**config.mk**
```make
export PLATFORM = sky130hd
export DESIGN_NAME = vec_control_unit
export DESIGN_NICKNAME = d
export VERILOG_FILES = /design/src/rtl/ctrl_pkg.sv /design/src/rtl/cond_flag_unit.sv /design/src/rtl/vec_control_unit.sv
export SDC_FILE = /design/constraint.sdc
export NUM_CORES = 1
export LEC_CHECK = 0
export BUFFER_PORTS_ARGS = -buffer_cell sky130_fd_sc_hd__buf_2
export CAP_MARGIN = 15
export CORE_MARGIN = 2
export CORE_UTILIZATION = 45
export CTS_CLUSTER_DIAMETER = 40
export DETAILED_ROUTE_END_ITERATION = 7
export PLACE_DENSITY = 0.76
export SLEW_MARGIN = 20
export SYNTH_ARGS = -nofsm -noshare
export SYNTH_HDL_FRONTEND = slang
export SYNTH_HIERARCHICAL = 1
export SYNTH_SLANG_ARGS = --single-unit
```
**constraint.sdc**
```tcl
create_clock -name clk -period 1.65 [get_ports clk]
set_input_delay 0.0825 -clock clk [delete_from_list [all_inputs] [get_ports clk]]
set_output_delay 0.0825 -clock clk [all_outputs]
set_load 0.01 [all_outputs]
```
**src/rtl/ctrl_pkg.sv**
```systemverilog
// Shared definitions for the vector control unit: FSM state codes, opcode
// class and ALU operation constants.
package ctrl_pkg;

  typedef logic [1:0] state_t;

  localparam state_t ST_IDLE = 2'd0;
  localparam state_t ST_EXEC = 2'd1;
  localparam state_t ST_MEM  = 2'd2;

  localparam logic [1:0] CLS_ALU  = 2'b00;
  localparam logic [1:0] CLS_MEM  = 2'b01;
  localparam logic [1:0] CLS_BR   = 2'b10;
  localparam logic [1:0] CLS_VMEM = 2'b11;

  localparam logic [1:0] OP_ADD  = 2'b00;
  localparam logic [1:0] OP_ADD1 = 2'b01;
  localparam logic [1:0] OP_CMP  = 2'b10;
  localparam logic [1:0] OP_SUB  = 2'b11;

  // Both memory classes (scalar and vector) have the low class bit set.
  function automatic logic is_mem_class(input logic [1:0] cls);
    return cls[0];
  endfunction

endpackage

```
**src/rtl/cond_flag_unit.sv**
```systemverilog
// Condition flag register written by compares, and branch-taken generation
// from the opcode cond bit.
module cond_flag_unit (
  input  logic clk,
  input  logic reset,
  input  logic cmp_we,
  input  logic alu_flag,
  input  logic cond,
  input  logic br_valid,
  output logic pc_src
);

  logic flag_q;

  always_ff @(posedge clk or negedge reset) begin
    if (!reset) begin
      flag_q <= 1'b0;
    end else if (cmp_we) begin
      flag_q <= alu_flag;
    end
  end

  // Unconditional branches always take; conditional ones follow the last compare.
  assign pc_src = br_valid & (~cond | flag_q);

endmodule

```
**src/rtl/vec_control_unit.sv**
```systemverilog
// Multi-cycle control unit: fetch handshake, ALU/branch execute and scalar or
// LANES-element vector memory sequencing. Optional macro VEC_CTRL_MEM_TIMEOUT_EN
// adds a per-beat mem_ack timeout that reports mem_err and aborts to IDLE.
//
// state | meaning
// IDLE  | ready for a new opcode
// EXEC  | single-cycle ALU or branch execute
// MEM   | memory beat(s) in flight, waiting for mem_ack
module vec_control_unit
  import ctrl_pkg::*;
#(
  parameter int LANES       = 4,
  parameter int OP_W        = 6,
  parameter int TIMEOUT_CYC = 16
) (
  input  logic                                   clk,
  input  logic                                   reset,
  input  logic                                   instr_valid,
  input  logic [OP_W-1:0]                        opcode,
  output logic                                   instr_ready,
  input  logic                                   alu_flag,
  input  logic                                   mem_ack,
  output logic                                   mem_req,
  output logic                                   mem_write,
  output logic [((LANES > 1) ? $clog2(LANES) : 1)-1:0] lane_idx,
  output logic                                   reg_write,
  output logic                                   add1_sel,
  output logic [1:0]                             alu_control,
  output logic [1:0]                             source,
  output logic                                   pc_src,
  output logic                                   busy,
  output logic                                   illegal,
  output logic                                   mem_err
);

  localparam int LW = (LANES > 1) ? $clog2(LANES) : 1;

  state_t          state_q, state_d;
  logic [5:0]      op_q;
  logic [LW-1:0]   lane_q;
  logic [1:0]      cls, aop;
  logic            in_exec, in_mem, accept, beat_done, last_lane, timeout;
  logic            cmp_we, br_valid;

  assign cls     = op_q[4:3];
  assign aop     = op_q[2:1];
  assign in_exec = (state_q == ST_EXEC);
  assign in_mem  = (state_q == ST_MEM);
  assign accept  = instr_valid & instr_ready;

  assign beat_done = in_mem & mem_ack & ~timeout;
  assign last_lane = (cls != CLS_VMEM) || (lane_q == LW'(LANES - 1));

  generate
    if (OP_W > 6) begin : g_opcode_hi
      logic unused_opcode_hi;
      assign unused_opcode_hi = ^opcode[OP_W-1:6];
    end
  endgenerate

`ifdef VEC_CTRL_MEM_TIMEOUT_EN
  localparam int TW = $clog2(TIMEOUT_CYC + 1);
  logic [TW-1:0] wait_q;

  // Down-counter reloaded outside MEM and on every ack, so each beat gets a fresh budget.
  always_ff @(posedge clk or negedge reset) begin
    if (!reset) begin
      wait_q <= '0;
    end else if (!in_mem || mem_ack) begin
      wait_q <= TW'(TIMEOUT_CYC - 1);
    end else if (wait_q != '0) begin
      wait_q <= wait_q - 1'b1;
    end
  end

  assign timeout = in_mem && (wait_q == '0);
  assign mem_err = timeout;
`else
  localparam int unused_timeout_cyc = TIMEOUT_CYC;
  assign timeout = 1'b0;
  assign mem_err = 1'b0;
`endif

  always_comb begin
    state_d = state_q;
    case (state_q)
      ST_IDLE: if (accept) state_d = is_mem_class(opcode[4:3]) ? ST_MEM : ST_EXEC;
      ST_EXEC: state_d = ST_IDLE;
      ST_MEM:  if (timeout || (beat_done && last_lane)) state_d = ST_IDLE;
      default: state_d = ST_IDLE;
    endcase
  end

  always_ff @(posedge clk or negedge reset) begin
    if (!reset) begin
      state_q <= ST_IDLE;
      op_q    <= '0;
      lane_q  <= '0;
    end else begin
      state_q <= state_d;
      if (accept) op_q <= opcode[5:0];
      if (timeout || (beat_done && last_lane)) begin
        lane_q <= '0;
      end else if (beat_done) begin
        lane_q <= lane_q + 1'b1;
      end
    end
  end

  assign cmp_we   = in_exec && (cls == CLS_ALU) && (aop == OP_CMP);
  assign br_valid = in_exec && (cls == CLS_BR) && !op_q[0];

  cond_flag_unit u_cond_flag (
    .clk      (clk),
    .reset    (reset),
    .cmp_we   (cmp_we),
    .alu_flag (alu_flag),
    .cond     (op_q[5]),
    .br_valid (br_valid),
    .pc_src   (pc_src)
  );

  // instr_ready is gated by reset so every output reads 0 while reset is held.
  always_comb begin
    instr_ready = (state_q == ST_IDLE) & reset;
    busy        = (state_q != ST_IDLE);
    mem_req     = 1'b0;
    mem_write   = 1'b0;
    reg_write   = 1'b0;
    add1_sel    = 1'b0;
    alu_control = 2'b00;
    source      = 2'b00;
    illegal     = 1'b0;
    lane_idx    = lane_q;
    if (in_exec) begin
      source = cls;
      if (cls == CLS_ALU) begin
        alu_control = aop;
        add1_sel    = (aop == OP_ADD1);
        reg_write   = (aop != OP_CMP);
      end
      if (cls == CLS_BR) illegal = op_q[0];
    end
    if (in_mem) begin
      source    = cls;
      mem_req   = ~timeout;
      mem_write = op_q[0] & ~timeout;
      reg_write = beat_done & ~op_q[0];
    end
  end

endmodule

```
# Word-level counts from Yosys, hierarchy flattened
# Cells that the tools add are included.
# totals
reg_bits	11
in_bits	11
output_inout_bits	15
# op_classes
addsub	1
n_eq_ne	10
mux	19
bitwise_logic	8
reduce_logical	12
# op_table
cell	count
2-bit two-way mux	9
1-bit two-way mux	9
2-bit == test, second input constant	4
2-bit != test, second input constant	3
1-bit bitwise AND	5
1-bit logical AND	5
2-bit by 1-bit == test with 1-bit output, second input constant	2
2-bit zero test	2
2-bit one-hot mux with 2 select lines	1
2-bit nonzero test	2
2-bit by 1-bit adder with 2-bit output, second input constant	1
2-bit by 1-bit != test with 1-bit output, second input constant	1
1-bit inverter	2
2-bit AND reduction	1
1-bit zero test	1
1-bit logical OR	1
1-bit OR	1

# Depth between registers and ports, before layout
# depth
ltp_word	5
mapped_depth	5
ltp_nobuf	5

# Modules after synthesis
# Netlist, hierarchy kept.
# by_module_without_submodules
module	instances	cells_per_inst	area_per_inst_um2
vec_control_unit	1	49	564.3
cond_flag_unit	1	5	45.0

# Least setup slack after synthesis
# No wires, ideal clock.
# synth_path
path_kind	register to register
startpoint	register state_q[1]
endpoint	register op_q[0]
setup_time_ns	0.125
arrival_ns	1.350
required_ns	1.525
path_slack_ns	0.175
path_stages_with_launch	5
n_path_buf	1
path_cell_list	dfrtp_1 nor3b_2 and2_4 buf_6 mux2_4
# synth_via
elab_chain_len	3
# synth_rtl
element	line_no	text
start: declaration	vec_control_unit.sv:38	state_t state_q, state_d;
start signal: assignment	vec_control_unit.sv:100	state_q <= state_d;
2-bit zero test	vec_control_unit.sv:125	instr_ready = (state_q == ST_IDLE) & reset;
1-bit bitwise AND	vec_control_unit.sv:125	
named net instr_ready	vec_control_unit.sv:20	output logic instr_ready,
1-bit bitwise AND	vec_control_unit.sv:49	assign accept = instr_valid & instr_ready;
end signal: assignment	vec_control_unit.sv:101	if (accept) op_q <= opcode[5:0];
end: declaration	vec_control_unit.sv:39	logic [5:0] op_q;
# The timed path passes the listed nets, and every way through them passes these cells.
# A chain may end at the register's enable or synchronous reset.

# Worst setup path in the final report
# layout_path
startpoint	register state_q[1]
endpoint	output port reg_write
# layout_via
elab_chain_len	4
# layout_rtl
element	line_no	text
2-bit == test	vec_control_unit.sv:48	assign in_mem = (state_q == ST_MEM);
1-bit bitwise AND	vec_control_unit.sv:51	assign beat_done = in_mem & mem_ack & ~timeout;
1-bit bitwise AND	vec_control_unit.sv:148	reg_write = beat_done & ~op_q[0];
1-bit two-way mux *	vec_control_unit.sv:144	if (in_mem) begin
end: declaration	vec_control_unit.sv:26	output logic reg_write,
# Mark *: on every way between the ends. The rest lies on a longest branch, timed or not.

==> flow_summary_export.csv <==
group,metric,value,unit
status,outcome,"complete, no violations",
finish,final_nets,95,
sta,hold_violations,0,
setup_path,slowest_stage,"dfrtp_2",
placed_design,numPlacedInstances,92,
clock_tree,cts_tree,"yes",
clock_tree,clkSinkCount,11,
sta,fin_worst_skew,0.005578,ns
synthesis,synth_xor_area_share,1.437,%
job,maxCapViolations,0,
synthesis,synth_top_family_by_area,"simple AND/OR/NAND/NOR gates",
hold_path,min_path_cells,2,
synthesis,synth_commonest_cells,"11 x dfrtp_1, 5 x and2_1, 5 x mux2_4",
placed_design,portBuffers,24,
synthesis,syn_area,609.3,um^2
die,ios,26,
pwr,ir_drop,0.0005473,V
sta,max_freq,649.1,MHz
detailed_routing,drt-initial-drc-count,3,
die,die_h,40.80,um
synthesis,synth_fa_ha_area_share,2.053,%
setup_path,crit_fanout,7,
placed_design,placed_cell_area,737.0,um^2
synthesis,synth-seq-cells,11,
clock_tree,numCtsBuffers,3,
synthesis,postSynthAreaPerCell,11.28,um^2
clock_tree,htree_levels,1,
synthesis,synth_edf_count,0,
setup_path,crit_path_start_kind,"flop",
synthesis,synth_simple_gate_area_share,24.85,%
global_route,grt_pass1_vias,409,
synthesis,yosys_most_used_dff,"dfrtp_1",
die,die-area,1664,um^2
clock_tree,clock_latency,0.26,ns
placed_design,place_congestion,0.7478,
detailed_routing,postRouteWirelength,1258,um
die,die_x,40.80,um
finish,insertedDiodeCount,0,
synthesis,synthTopCellsByArea,"dfrtp_1 45%, mux2_4 12%, and2_1 5.1%",
synthesis,netlist_instances,54,
finish,fillers,115,
setup_path,critical_path_arrival,1.46,ns
setup_path,endpoint_kind,"output port",
clock_tree,post_cts_buffers,0,
setup_path,slowest_delay,0.48,ns
setup_path,crit_chain,"nor4b_4 -> o21ai_0 -> o21ai_0 -> buf_2",
finish,final_layout_size_suffix_gt1_share,48.78,%
setup_path,cp_data_required_time,1.57,ns
sta,min_period,1.541,ns
global_route,grt-ovfl-total,0,
sta,totalNegativeSetupSlack,0,ns
global_route,antenna_found_initial,0,
detailed_routing,ant_nets,0,
sta,rsz0062_at_grt,"no",
die,initial_core_util,47.42,%
synthesis,synth_top_area_cell,"dfrtp_1",
synthesis,yosysUniqueCellTypes,25,
pwr,leakagePower,0.4261,nW
sta,slew_violations,0,
detailed_routing,vias,472,
synthesis,synth_top_area_share,45.17,%
setup_path,path_common_cell,"o21ai_0",
sta,worst_slack,0.1094,ns
placed_design,pre_cts_ws,0.2084,ns
pwr,cellPowerDensity,1070,nW/um^2
synthesis,synth_compound_area_share,7.392,%
placed_design,dpl.hpwl,917.3,um
synthesis,synth_most_common_cell,"dfrtp_1",
finish,fin_cells,97,
synthesis,ys.warnings.count,6,
synthesis,synthesis.nets,66,
clock_tree,cts.clk_slew.worst_paths,0.07,ns
clock_tree,cts_root_buffer,"clkbuf_4",
global_route,grt_max_degree,12,
detailed_routing,drc,0,
die,coreArea,1285,um^2
synthesis,async_flop_share,100.0,%
setup_path,rr_worst_depth,3,
finish,syn_to_final_growth,29.36,%
sta,min_period_over_period,93.37,%
global_route,grt_usage,16.65,%
setup_path,worstSetupPathType,"reg -> out",
detailed_routing,drt-wirelength-per-cell,12.97,um
hold_path,holdCritPathClass,"in -> reg",
synthesis,synth_mux_area_share,14.17,%
detailed_routing,viasPerCell,4.866,
die,fp-row-count,13,
synthesis,ys_seq_area_share,45.17,%
pwr,power.total,0.8436,mW
finish,design_area,788.3,um^2
global_route,grt_pass1_wl,1759,um
detailed_routing,firstDrtPassIters,4,
clock_tree,cts_buffer_depth,2,
sta,finalSetupViolCount,0,
==> logic make-up (layout without fill, tap and decap cells) <==
group           Yosys count  in the layout
other cells               1              1
mux                       6              6
xor+xnor                  1              1
compound gates            7              7
fa+ha+maj                 1              1
buf+inv                   4             32
simple gates             23             23
flops                    11             11
==> layout make-up <==
class | instances | area (um^2) | area share [%]
Clock buffer | 4 | 26.28 | 3.333
Inverter | 2 | 7.507 | 0.9524
Tap cell | 15 | 18.77 | 2.381
Timing Repair Buffer | 26 | 137.6 | 17.46
Multi-Input combinational cell | 39 | 321.6 | 40.79
Sequential cell | 11 | 276.5 | 35.08
==> through the flow <==
stage	hold slack, ns	utilization [%]
after floorplan	-0.2131	-
after global placement	0.03155	57.35
after global routing	0.004486	61.34
after CTS	0.006555	60.18
after detailed placement	0.02979	57.35
final	0.006576	61.34
==> metal layers <==
| layer | GRT usage (%) | part of all wire [%] | vias up |
|---|---|---|---|
| met1 | 23.21 | 45 | 220 |
| met5 | 0 | 0 | - |
| li1 | - | - | 239 |
| met4 | 7.500 | 0 | 0 |
| met2 | 25.78 | 51 | 13 |
| met3 | 1.630 | 3.3 | 0 |
==> path summary, 6_finish.rpt <==
| kind | from | to | slack (ns) |
|---|---|---|---|
| worst max-delay path | state_q[1] | reg_write | 0.11 |
| worst min-delay path | opcode[3] | state_q[0] | 0.007 |
| worst max register to register | state_q[1] | op_q[5] | 0.19 |
| worst min register to register | u_cond_flag/flag_q | u_cond_flag/flag_q | 0.53 |
| max in group asynchronous | reset | state_q[1] | 1.22 |
| min in group asynchronous | reset | op_q[0] | 0.27 |
==> registers in the layout (all words and copies together) (netlist names) <==
register and cells:
u_cond_flag/flag_q 1, state_q 2, op_q 6, lane_idx 2
==> layout by cell type, fill, tap and decap left out, drive strengths merged <==
cell	count
buf	25
dfrtp	11
and2	6
mux2	6
o21ai	4
clkbuf	4
nor2b	3
nand2	3
nor3b	2
nor2	2
nand3b	2
inv	2
and3	2
a22o	2
xor2	1
nor4b	1
or2	1
nand3	1
ha	1
conb	1
dlygate4sd3	1
a21boi	1
==> critical path, delay by kind of cell, from the launching register on <==
| family | cells | cell delay [ns] |
|---|---|---|
| simple gates | 1 | 0.33 |
| flops | 1 | 0.48 |
| buf+inv | 1 | 0.16 |
| compound gates | 2 | 0.23 |
==> report_power, final <==
| group | switching, mW | internal [mW] |
|---|---|---|
| Clock | 0.0876 | 0.0934 |
| Combinational | 0.107 | 0.141 |
| Sequential | 0.0760 | 0.339 |
| Total | 0.271 | 0.573 |
==> what timing repair did <==
action	CTS	global route
endpoints found under the setup margin	0	2
hold buffers	1	0
gates resized for setup	0	3
endpoints found under the hold margin	11	0
Note: power is estimated with default switching activity, not from simulation.
